--- src/rtl/mem_arbiter.sv ---
// mem_arbiter: shares one line-wide memory port between the I-cache and the
// D-cache. Requests are level-held; one owner at a time is forwarded to memory
// and only that owner sees in_mem_ready. Every completed transaction is
// followed by a one-cycle DRAIN so the requester can drop its enable before
// re-arbitration.
// Optional build macro MEM_ARB_ROUND_ROBIN_EN selects round-robin tie-break
// (the port that did not complete last wins). Otherwise D has fixed priority.
module mem_arbiter #(
  parameter int CACHE_LINE_SIZE = 128,
  parameter int ADDR_WIDTH      = 32
) (
  input  logic                       clk,
  input  logic                       reset,
  input  logic                       in_i_mem_read_en,
  input  logic                       in_i_mem_write_en,
  input  logic [ADDR_WIDTH-1:0]      in_i_mem_addr,
  input  logic [CACHE_LINE_SIZE-1:0] in_i_mem_write_data,
  output logic                       out_i_mem_ready,
  output logic [CACHE_LINE_SIZE-1:0] out_i_mem_read_data,
  input  logic                       in_d_mem_read_en,
  input  logic                       in_d_mem_write_en,
  input  logic [ADDR_WIDTH-1:0]      in_d_mem_addr,
  input  logic [CACHE_LINE_SIZE-1:0] in_d_mem_write_data,
  output logic                       out_d_mem_ready,
  output logic [CACHE_LINE_SIZE-1:0] out_d_mem_read_data,
  output logic                       out_mem_read_en,
  output logic                       out_mem_write_en,
  output logic [ADDR_WIDTH-1:0]      out_mem_addr,
  output logic [CACHE_LINE_SIZE-1:0] out_mem_write_data,
  input  logic                       in_mem_ready,
  input  logic [CACHE_LINE_SIZE-1:0] in_mem_read_data,
  output logic [1:0]                 out_grant
);

  typedef enum logic [1:0] {
    IDLE   = 2'd0,
    BUSY_I = 2'd1,
    BUSY_D = 2'd2,
    DRAIN  = 2'd3
  } state_t;

  state_t state;
  logic   last_grant_d;  // 1: D completed most recently, 0: I
  logic   req_i;
  logic   req_d;
  logic   win_d;

  assign req_i = in_i_mem_read_en | in_i_mem_write_en;
  assign req_d = in_d_mem_read_en | in_d_mem_write_en;

`ifdef MEM_ARB_ROUND_ROBIN_EN
  // On a tie the port that did not complete last wins.
  assign win_d = req_d & (~req_i | ~last_grant_d);
`else
  // D-cache has fixed priority over the I-cache.
  assign win_d = req_d;
`endif

  // Read lines are broadcast; only the ready pulse is steered.
  assign out_i_mem_read_data = in_mem_read_data;
  assign out_d_mem_read_data = in_mem_read_data;

  // Arbitration state machine: owner selection, completion, abort and drain.
  // NOTE: state registers use non-blocking assignments so every flop samples
  // the pre-edge values regardless of statement order.
  always_ff @(posedge clk or posedge reset) begin
    if (reset) begin
      state        <= IDLE;
      last_grant_d <= 1'b1;
    end else begin
      case (state)
        IDLE: begin
          if (req_i || req_d) state <= win_d ? BUSY_D : BUSY_I;
        end
        BUSY_I: begin
          if (in_mem_ready) begin
            state        <= DRAIN;
            last_grant_d <= 1'b0;
          end else if (!req_i) begin
            state <= IDLE;
          end
        end
        BUSY_D: begin
          if (in_mem_ready) begin
            state        <= DRAIN;
            last_grant_d <= 1'b1;
          end else if (!req_d) begin
            state <= IDLE;
          end
        end
        default: state <= IDLE;
      endcase
    end
  end

  // Memory-side mux and ready steering, decoded from the current owner.
  // NOTE: every output gets a default first so no path leaves a latch.
  always_comb begin
    out_mem_read_en    = 1'b0;
    out_mem_write_en   = 1'b0;
    out_mem_addr       = '0;
    out_mem_write_data = '0;
    out_grant          = 2'b00;
    out_i_mem_ready    = 1'b0;
    out_d_mem_ready    = 1'b0;
    case (state)
      BUSY_I: begin
        out_mem_read_en    = in_i_mem_read_en;
        out_mem_write_en   = in_i_mem_write_en;
        out_mem_addr       = in_i_mem_addr;
        out_mem_write_data = in_i_mem_write_data;
        out_grant          = 2'b01;
        out_i_mem_ready    = in_mem_ready;
      end
      BUSY_D: begin
        out_mem_read_en    = in_d_mem_read_en;
        out_mem_write_en   = in_d_mem_write_en;
        out_mem_addr       = in_d_mem_addr;
        out_mem_write_data = in_d_mem_write_data;
        out_grant          = 2'b10;
        out_d_mem_ready    = in_mem_ready;
      end
      default: ;
    endcase
  end

endmodule

--- config.mk ---
export PLATFORM = sky130hd
export DESIGN_NAME = mem_arbiter
export DESIGN_NICKNAME = d
export VERILOG_FILES = /design/src/rtl/mem_arbiter.sv
export SDC_FILE = /design/constraint.sdc
export NUM_CORES = 1
export LEC_CHECK = 0
export ABC_CLOCK_PERIOD_IN_PS = 2600
export BUFFER_PORTS_ARGS = -buffer_cell sky130_fd_sc_hd__buf_2
export CELL_PAD_IN_SITES_DETAIL_PLACEMENT = 1
export CELL_PAD_IN_SITES_GLOBAL_PLACEMENT = 1
export CORE_AREA = 2 2 340 342
export CTS_CLUSTER_DIAMETER = 30
export DETAILED_ROUTE_END_ITERATION = 8
export DIE_AREA = 0 0 342 344
export PLACE_DENSITY_LB_ADDON = 0.1
export SLEW_MARGIN = 10
export SYNTH_ARGS = -nofsm -noshare
export SYNTH_HDL_FRONTEND = slang
export SYNTH_SLANG_ARGS = --single-unit
export TNS_END_PERCENT = 1
--- constraint.sdc ---
create_clock -name clk -period 2.6 [get_ports clk]
set_input_delay 0.39 -clock clk [delete_from_list [all_inputs] [get_ports clk]]
set_output_delay 0.39 -clock clk [all_outputs]
set_load 0.1 [all_outputs]
==> metrics, run 1 <==
yosys synthesis warning count=0; critical path endpoint category=output pin; initial antenna violation count=23; Largest register FFs=2; remaining antenna violation count=0; pin count of the biggest net entering global routing=66; total DRC errors in the routed layout=0; number of nets in the synthesized netlist=1,120; number of detailed-route iterations in the first pass=4; final critical path time including I/O delays and setup=approximately 2500 ps; via count of the first global-routing pass=6,266; Net count, final=about 1,400; switching pwr=roughly 12 mW; maximum ir drop on the vdd rail=between 500 and 600 µV; core region area=approximately 110,000 µm²; maximum clock frequency=between 0.3 and 0.4 GHz; synthesized area=roughly 4600 µm²; net switching fraction of the power=about two thirds; Std-Cell Rows=around 120; max-cap violations=0; violation count after the first detailed-routing iteration=between 100 and 150; portion of total power attributed to combinational logic=between 90% and 100%; global-route total usage across every layer=6.37%; total count of hold-check failures in the final report=0; global-route wire length before repair=52,900 µm; outcome=completed; mean instance size in the synthesized netlist=between 7 and 8 µm²; routed vias/inst=between 2 and 2.5; setup repair after global routing missed its margin=yes; critical path data arrival time=2160 ps; Clk pin slew, worst setup/hold paths=about 30 ps; CTS H-tree depth=1; smallest hold slack=around 28 ps; transition time of the tightest slew-check pin=507 ps; WP data required=~2200 ps; final number of max-transition violations=0; Root Buffer Master=clkbuf_16; overall die area=between 100,000 and 150,000 µm²; Congestion Overflow GR=0; signed area change from the synthesized netlist to the final layout=114%; clock network fraction of total power=1.3%; total wire length after detailed routing=a little over 40,000 µm; I/O pins=877; relative max-transition margin=roughly 66%; Setup CP Type=reg2out; final count of negative-setup-slack endpoints=0; post-route clock period utilization=97.9%; Synth cell types=18; number of inserted filler cells in the final layout=around 14,000; register area share after synthesis=under 10%; vias post-DR=between 5,000 and 6,000; buffers added on ports=a little under 500; cell count of the worst reg-to-reg path=6; startpoint class of the critical path=flop; sequential cell area=50.0 µm²; post-synthesis instance total=around 660; proportion of layout cells with a drive suffix above 1=between 60% and 70%; Leak Pwr=approximately 3.6 nW; setup TNS after final layout=0 ps; clk sink count=2; Die Span X=~340 µm; cell internal power dissipation=about 6.4 mW; clock tree from TritonCTS=yes; Max Buffers Root-to-Sink=2; CTS Buf Count=3; half-perimeter wire length after placement=36,100 µm; Largest Register=state; worst-path maximum fanout=30; starting utilization of the core area=under 10%; post-CTS setup repair buffer count=0; Pwr per Cell Area=~1800 nW/µm²; post-synthesis register bit count=2; post-detailed-route wirelength per cell=~17 µm; hold crit path type=in2async; biggest regs=state: 2 flops; gp weighted congestion=between 0.6 and 0.7; source-to-sink clock delay at the later pin of the worst-skew pair=roughly 220 ps; Sequential Power Share=0.4%; area of combinational cells with multiple inputs=between 2000 and 3000 µm²; worst setup skew after layout=between 1.5 and 2 ps; Vert. Die Dim=between 300 and 400 µm
[worst paths after layout]
| kind | end | start | slack [ps] |
|---|---|---|---|
| min in group clk | state[1] | state[1] | 650 |
| max in group asynchronous | state[1] | reset | 2450 |
| hold / removal | state[0] | reset | 30 |
| setup reg to reg | state[1] | state[1] | 710 |
| setup / recovery | out_mem_write_data[46] | state[1] | 50 |
| hold reg to reg | state[1] | state[1] | 650 |
[critical path: stages, from the launching register on]
cell,delay (ps)
dfrtp_1,450
inv_2,110
ha_4,190
buf_12,160
buf_12,210
a22oi_1,430
nor2b_2,110
buf_12,190
[cell usage after synthesis]
cell type	instances	share of area [%]
a22oi_1	162	26
and2_1	2	0.27
buf_4	263	42
clkbuf_1	18	1.5
a311oi_2	1	0.32
a21oi_1	2	0.22
mux2_1	2	0.48
nand2_1	2	0.16
ha_1	6	1.6
o21ai_0	1	0.11
dfrtp_1	2	1.1
nor3b_1	2	0.32
nor2_2	1	0.13
nor2b_1	162	22
buf_1	2	0.16
inv_1	3	0.24
nor2_1	1	0.081
buf_2	27	2.9
[cell type report]
| class | instances | share of cell area [%] |
|---|---|---|
| repair buffers | 536 | 53.9 |
| inverters | 3 | 0.113 |
| clock buffers | 3 | 0.755 |
| well taps | 1512 | 19.0 |
| multi-input cells | 344 | 25.6 |
| flip-flops and latches | 2 | 0.503 |
| diodes | 5 | 0.126 |
[repair_timing]
item / 4_1_cts / 5_1_grt
gates resized for setup: 10 / 3
pin swaps: 0 / 0
hold buffers: 0 / 0
endpoints found under the setup margin: 6 / 22
[cell usage in the layout, fill, tap and decap left out]
cell type	n
o21ai_0	1
and2_1	2
mux2_1	2
nor2b_4	2
nand2_1	2
ha_4	3
diode_2	5
dfrtp_1	2
ha_1	3
nor2b_1	135
buf_2	329
nor3b_1	2
a21oi_1	2
buf_4	34
a311oi_2	1
a22oi_1	157
clkbuf_16	3
inv_2	2
inv_1	1
nor2_1	1
nor2_2	1
nor2b_2	25
buf_12	173
a22oi_2	5
[stage by stage]
step | cell area [µm²] | total power, mW | worst slack, ps | util [%] | std cells
after floorplan | 4710 | 12.7 | -1190 | - | 659
after global placement | 9820 | 18.5 | -40.4 | 8.62 | 2397
after detailed placement | 9820 | 18.4 | -25.6 | 8.62 | 2397
after CTS | 9930 | 18.7 | 1.91 | 8.72 | 2400
after global routing | 9950 | 19.1 | -12.0 | 8.73 | 2404
final | 9950 | 18.3 | 54.7 | 8.74 | 2405
[layer usage]
metal / vias to the layer above / share of wire (%) / GRT usage [%]
met2: 411 / 47 / 10.7
met3: 162 / 12 / 2.90
met5: - / 0.43 / 0
met1: 2494 / 38 / 7.10
li1: 2470 / - / -
met4: 26 / 3.5 / 2.28
[power by group through the flow]
stage	clock, mW	combinational, mW	sequential [mW]
detailed placement	0	18.3	0.0642
global placement	0	18.4	0.0652
floorplan	0	12.7	0.0615
CTS	0.236	18.4	0.0641
global route	0.240	18.8	0.0687
finish	0.231	18.0	0.0666
[cell families (layout without fill, tap and decap cells)]
kind of cell	Yosys count	in the layout	share of synthesized area [%]
buffers and inverters	313	542	47.2
and+or+nand+nor	170	170	22.8
AOI/OAI and AO/OA	166	166	26.8
adders and majority gates	6	6	1.62
muxes	2	2	0.484
DFF	2	2	1.08
other	0	5	0
No activity file was read; power rests on OpenSTA's default activity.
==> run 2: changes to the inputs <==
Settings changed: ABC_AREA from default to 1, CORE_AREA 2 2 340 342 to 2 2 337 339, DIE_AREA 0 0 342 344 to 0 0 339 341.
==> run 2 against run 1 <==
Utilization fell by 0.34 points. Hold slack worse by 16 ps. Sequential share of layout area hardly changed. Clock power grew 2%. Critical path type unchanged. Setup slack improved by 45 ps. Cell area shrank 5.6%.
==> metrics, run 2 <==
outcome=completed; cell area reported after detailed placement=slightly above 9000 µm²; maximum clock frequency=between 0.4 and 0.5 GHz; synthesized area=between 4000 and 5000 µm²; overall die area=around 120,000 µm²; most frequent cells in the layout=350 x buf_2, 340 x nand2_1, 147 x buf_12, 142 x a21oi_1, 34 x buf_4; fraction of synthesized cell area taken by the top area cell type=44.3%; post-synthesis instance total=between 800 and 900; Max Buffers Root-to-Sink=2; Most used DFF post-synth=dfrtp_1; setup slack on the worst flop-to-flop path=920 ps; total count of hold-check failures in the final report=0; initial antenna violation count=19; smallest hold slack=12.6 ps; Largest Register=state; number of inserted filler cells in the final layout=roughly 14,000; routed vias/inst=~2.4; Net count, final=between 1,500 and 2,000; clock tree from TritonCTS=yes; CTS Buf Count=3; number of nets in the synthesized netlist=1,302; post-detailed-route wirelength per cell=~16 µm; starting utilization of the core area=under 10%; maximum ir drop on the vdd rail=roughly 590 µV; Std-Cell Rows=123; transition time of the tightest slew-check pin=between 600 and 700 ps; CTS H-tree depth=1; mean instance size in the synthesized netlist=~5.4 µm²; final number of max-transition violations=0; top post-synthesis cells by area=buf_4 44%, nand2_1 28%, a21oi_1 18%; source-to-sink clock delay at the later pin of the worst-skew pair=~220 ps; number of buffers inserted by hold repair at cts=0; buffers added on ports=about 500; critical path endpoint category=output pin; Pwr per Cell Area=roughly 1800 nW/µm²; setup TNS after final layout=0 ps; yosys synthesis warning count=0; max-cap violations=0; half-perimeter wire length after placement=~37,000 µm; gp weighted congestion=0.716; worst setup skew after layout=1.24 ps; Root Buffer Master=clkbuf_16; global-route total usage across every layer=6.88%; most repeated cell in the gate-level netlist after synthesis=nand2_1; remaining antenna violation count=0; startpoint class of the critical path=flop; setup repair after global routing missed its margin=yes; core region area=between 100,000 and 150,000 µm²; post-route clock period utilization=about 96%; sequential cell area=between 50 and 60 µm²; final critical path time including I/O delays and setup=~2500 ps; Congestion Overflow GR=0; clk sink count=2; pin count of the biggest net entering global routing=58; register area share after synthesis=under 10%; vias post-DR=between 6,000 and 7,000; async set or reset register ratio after synthesis=100%; total DRC errors in the routed layout=0; utilization of the core after routing=8.40%; Largest register FFs=2; area of combinational cells with multiple inputs=between 2000 and 2500 µm²; Vert. Die Dim=341 µm; violation count after the first detailed-routing iteration=120; final count of negative-setup-slack endpoints=0; global-route wire length before repair=57,100 µm; via count of the first global-routing pass=6,912; proportion of layout cells with a drive suffix above 1=52.7%; post-CTS setup repair buffer count=0; Leak Pwr=~3.7 nW; WP data required=between 2000 and 2500 ps; number of detailed-route iterations in the first pass=5; hold crit path type=in2async; signed area change from the synthesized netlist to the final layout=108%; I/O pins=just under 900; post-synthesis register bit count=2; most area-hungry cell type in the Yosys netlist=buf_4; worst-path maximum fanout=32; number of gates resized after cts=11; critical path data arrival time=2110 ps; relative max-transition margin=60.0%; most common library cell in the layout ignoring fill and taps=buf_2; post-route design area=between 9000 and 10,000 µm²; Setup CP Type=reg2out; total wire length after detailed routing=~42,000 µm; number of synthesized flops with an enable pin=0; Synth cell types=12; most frequent cells after synthesis=340 x nand2_1, 266 x buf_4, 164 x a21oi_1; biggest regs=state: 2 flops; Clk pin slew, worst setup/hold paths=30 ps; Die Span X=~340 µm
==> run 2: cells by family (layout without fill, tap and decap cells) <==
group | Yosys count | count (layout) | share of synthesized area [%]
and+or+nand+nor | 348 | 348 | 29.0
buffers and inverters | 321 | 553 | 50.0
DFF | 2 | 2 | 1.11
AOI/OAI and AO/OA | 164 | 164 | 18.2
other | 0 | 4 | 0
adders and majority gates | 6 | 6 | 1.67
==> run 2: through the flow <==
| stage | std cells | total power, mW | worst slack (ps) |
|---|---|---|---|
| 2_1_floorplan | 841 | 11.7 | -1160 |
| 3_3_place_gp | 2570 | 16.7 | 105 |
| 3_5_place_dp | 2570 | 16.7 | 94.9 |
| 4_1_cts | 2573 | 17.0 | -69.9 |
| 5_1_grt | 2577 | 17.4 | -47.7 |
| 6_report | 2577 | 16.6 | 100 |
==> run 2: worst max-delay path, stage by stage, from the launching register on <==
cell,delay (ps)
dfrtp_1,340
inv_1,110
ha_1,410
inv_8,150
buf_4,250
a21oi_1,350
buf_12,230
==> run 2: worst paths after layout <==
check	start	end	depth (start not counted)
setup / recovery	state[0]	out_mem_write_data[30]	6
hold / removal	reset	state[1]	2
setup reg to reg	state[0]	state[0]	11
hold reg to reg	state[1]	state[1]	3
max in group asynchronous	reset	state[0]	2
min in group clk	state[1]	state[1]	3
==> run 2: final cells by class <==
cell class	instances	area share [%]
Timing Repair Buffer	538	53.3
Clock buffer	3	0.799
Inverter	12	0.559
Sequential cell	2	0.533
Antenna cell	4	0.107
Tap cell	1500	20.0
Multi-Input combinational cell	518	24.7
==> run 2: power by group <==
part           internal [mW]  leakage [nW]  switching (mW)
clock                  0.196        0.0370          0.0394
sequential            0.0465        0.0250         0.00706
combinational           4.69          3.60            11.6
total                   4.93          3.66            11.6
==> run 2: layer usage <==
metal / vias up / GRT usage [%] / part of all wire, %
li1: 2843 / - / -
met1: 2781 / 7.39 / 38
met2: 423 / 12.2 / 49
met3: 118 / 3.26 / 11
met4: 28 / 1.48 / 2.3
met5: - / 0 / 0.45
==> run 3: changes to the inputs <==
Settings changed: REMOVE_ABC_BUFFERS from default to 1.
==> run 3 against run 2 <==
Final cell count shrank 0.27%. Cell area shrank 2.9%. Maximum frequency down 3.6%. First-iteration DRC count rose to 5.1 times the previous value. Largest cell class unchanged. Count of clock-buffer cells in the layout unchanged.
==> metrics, run 3 (synthesized netlist as in run 2, its figures left out) <==
global-route total usage across every layer=between 10% and 20%; Vert. Die Dim=around 340 µm; Clk pin slew, worst setup/hold paths=about 30 ps; I/O pins=~880; worst setup skew after layout=between 3 and 4 ps; post-detailed-route wirelength per cell=approximately 40 µm; setup slack on the worst flop-to-flop path=~1100 ps; Std-Cell Rows=about 120; critical path endpoint category=output pin; biggest regs=state: 2 flops; post-route total power=17.0 mW; total count of hold-check failures in the final report=0; Net count, final=~1,500; number of detailed-route iterations in the first pass=5; WP data required=between 2000 and 2500 ps; setup repair after global routing missed its margin=yes; smallest hold slack=around 14 ps; total wire length after detailed routing=slightly above 100,000 µm; critical path data arrival time=about 2200 ps; via count of the first global-routing pass=about 7,300; final count of negative-setup-slack endpoints=0; initial antenna violation count=9; post-CTS setup repair buffer count=0; source-to-sink clock delay at the later pin of the worst-skew pair=about 220 ps; Setup CP Type=reg2out; total DRC errors in the routed layout=0; maximum ir drop on the vdd rail=503 µV; most common library cell in the layout ignoring fill and taps=buf_2; kind of cell adding the most delay to the critical path=buffers and inverters; routed vias/inst=2.86; maximum clock frequency=between 0.3 and 0.4 GHz; Congestion Overflow GR=0; starting utilization of the core area=between 4 and 5%; worst stage delay on the critical path=~400 ps; relative max-transition margin=about two thirds; startpoint of the lowest-slack register-to-register path=state[1]; Pwr per Cell Area=1860 nW/µm²; worst flop-to-flop path endpoint=state[0]; gp weighted congestion=0.889; signed area change from the synthesized netlist to the final layout=102%; buffers added on ports=between 400 and 500; number of inserted filler cells in the final layout=approximately 14,000; transition time of the tightest slew-check pin=between 500 and 600 ps; global-route wire length before repair=around 120,000 µm; vias post-DR=around 7,400; CTS Buf Count=3; outcome=completed; Die Span X=about 340 µm; clock tree from TritonCTS=yes; pin count of the biggest net entering global routing=59; core region area=around 110,000 µm²; Largest register FFs=2; Root Buffer Master=clkbuf_16; Largest Register=state; Leak Pwr=about 3.6 nW; cells traversed along the worst timing path=inv_1, ha_4, buf_12, nand2_1, a21oi_2, buf_12; area of combinational cells with multiple inputs=between 2000 and 2500 µm²; CTS H-tree depth=1; remaining antenna violation count=0; proportion of layout cells with a drive suffix above 1=roughly 55%; startpoint class of the critical path=flop; cell with the biggest individual delay on the critical path=nand2_1; final critical path time including I/O delays and setup=2590 ps; violation count after the first detailed-routing iteration=615; half-perimeter wire length after placement=slightly above 90,000 µm; cell count of the worst reg-to-reg path=10; final number of max-transition violations=0; most frequent cells in the layout=366 x buf_2, 331 x nand2_1, 127 x a21oi_1, 124 x buf_12, 31 x a21oi_2; clk sink count=2; overall die area=116,000 µm²; Max Buffers Root-to-Sink=2; worst-path maximum fanout=38; max-cap violations=0; post-route clock period utilization=roughly 100%; hold crit path type=in2async; sequential cell area=about 50 µm²; number of buffers inserted by hold repair at cts=0; count of buffering cells on the critical path with inverters included=3; Most Frequent Cell on Critical Path=buf_12
run 3: changes by cell type in the layout (fill, tap and decap cells not counted), moves of 5 or more:
cell / change
buf_12: -23
buf_2: +16
a21oi_1: -15
a21oi_2: +10
nand2_1: -9
nand2_2: +9
clkbuf_4: +8
buf_4: -7
a21oi_4: +5
run 3: area by class of cell:
class	instances	area share, %
Inverter	12	0.549
Sequential cell	2	0.549
Multi-Input combinational cell	518	26.7
Antenna cell	4	0.110
Tap cell	1500	20.6
Timing Repair Buffer	531	50.7
Clock buffer	3	0.823
run 3: how the worst max path moves through the flow:
stage | slack (ps) | to | depth (start not counted) | startpoint
final | 7 | out_mem_write_data[36] | 6 | state[1]
after floorplan | -3350 | out_mem_addr[0] | 4 | state[0]
after global routing | -70 | out_mem_write_data[28] | 7 | state[0]
after detailed placement | -190 | out_mem_write_data[66] | 7 | state[1]
after CTS | -30 | out_mem_addr[9] | 7 | state[1]
after global placement | -220 | out_mem_write_data[66] | 7 | state[1]
run 3: worst reg2reg max path: stages, from the launching register on:
cell,delay (ps)
dfrtp_1,370
inv_1,150
ha_4,190
buf_12,220
inv_1,80
nor2_1,80
nand2_1,70
nand2_1,60
nor2_1,50
nand2_1,70
nand2_1,50
run 3: what timing repair did:
item	CTS	global route
gates cloned	0	0
gates resized for setup	45	22
pin swaps	1	1
setup endpoints to repair	35	38
run 3: layer usage:
layer / routed length (µm) / GRT usage [%] / vias up / part of all wire, %
met5: 1800 / 11.2 / - / 1.7
met4: 727 / 0.954 / 40 / 0.70
met3: 26500 / 21.3 / 87 / 26
met2: 40500 / 23.7 / 1049 / 39
met1: 33600 / 15.6 / 3348 / 33
li1: - / - / 2828 / -
run 3: report_power, final:
group          switching [mW]  internal [mW]
sequential            0.00738         0.0465
combinational            12.5           4.25
clock                  0.0353          0.196
run 3: stage by stage:
step	utilization [%]	std cells	setup slack [ps]	setup TNS, ps	instance area, µm²
after CTS	8.08	2566	-33.8	-48.2	9040
after floorplan	-	532	-3350	-549560	2300
after global placement	7.86	2563	-216	-597	8790
final	8.15	2570	7.48	0	9120
after global routing	8.15	2567	-65.3	-316	9120
after detailed placement	7.86	2563	-191	-437	8790
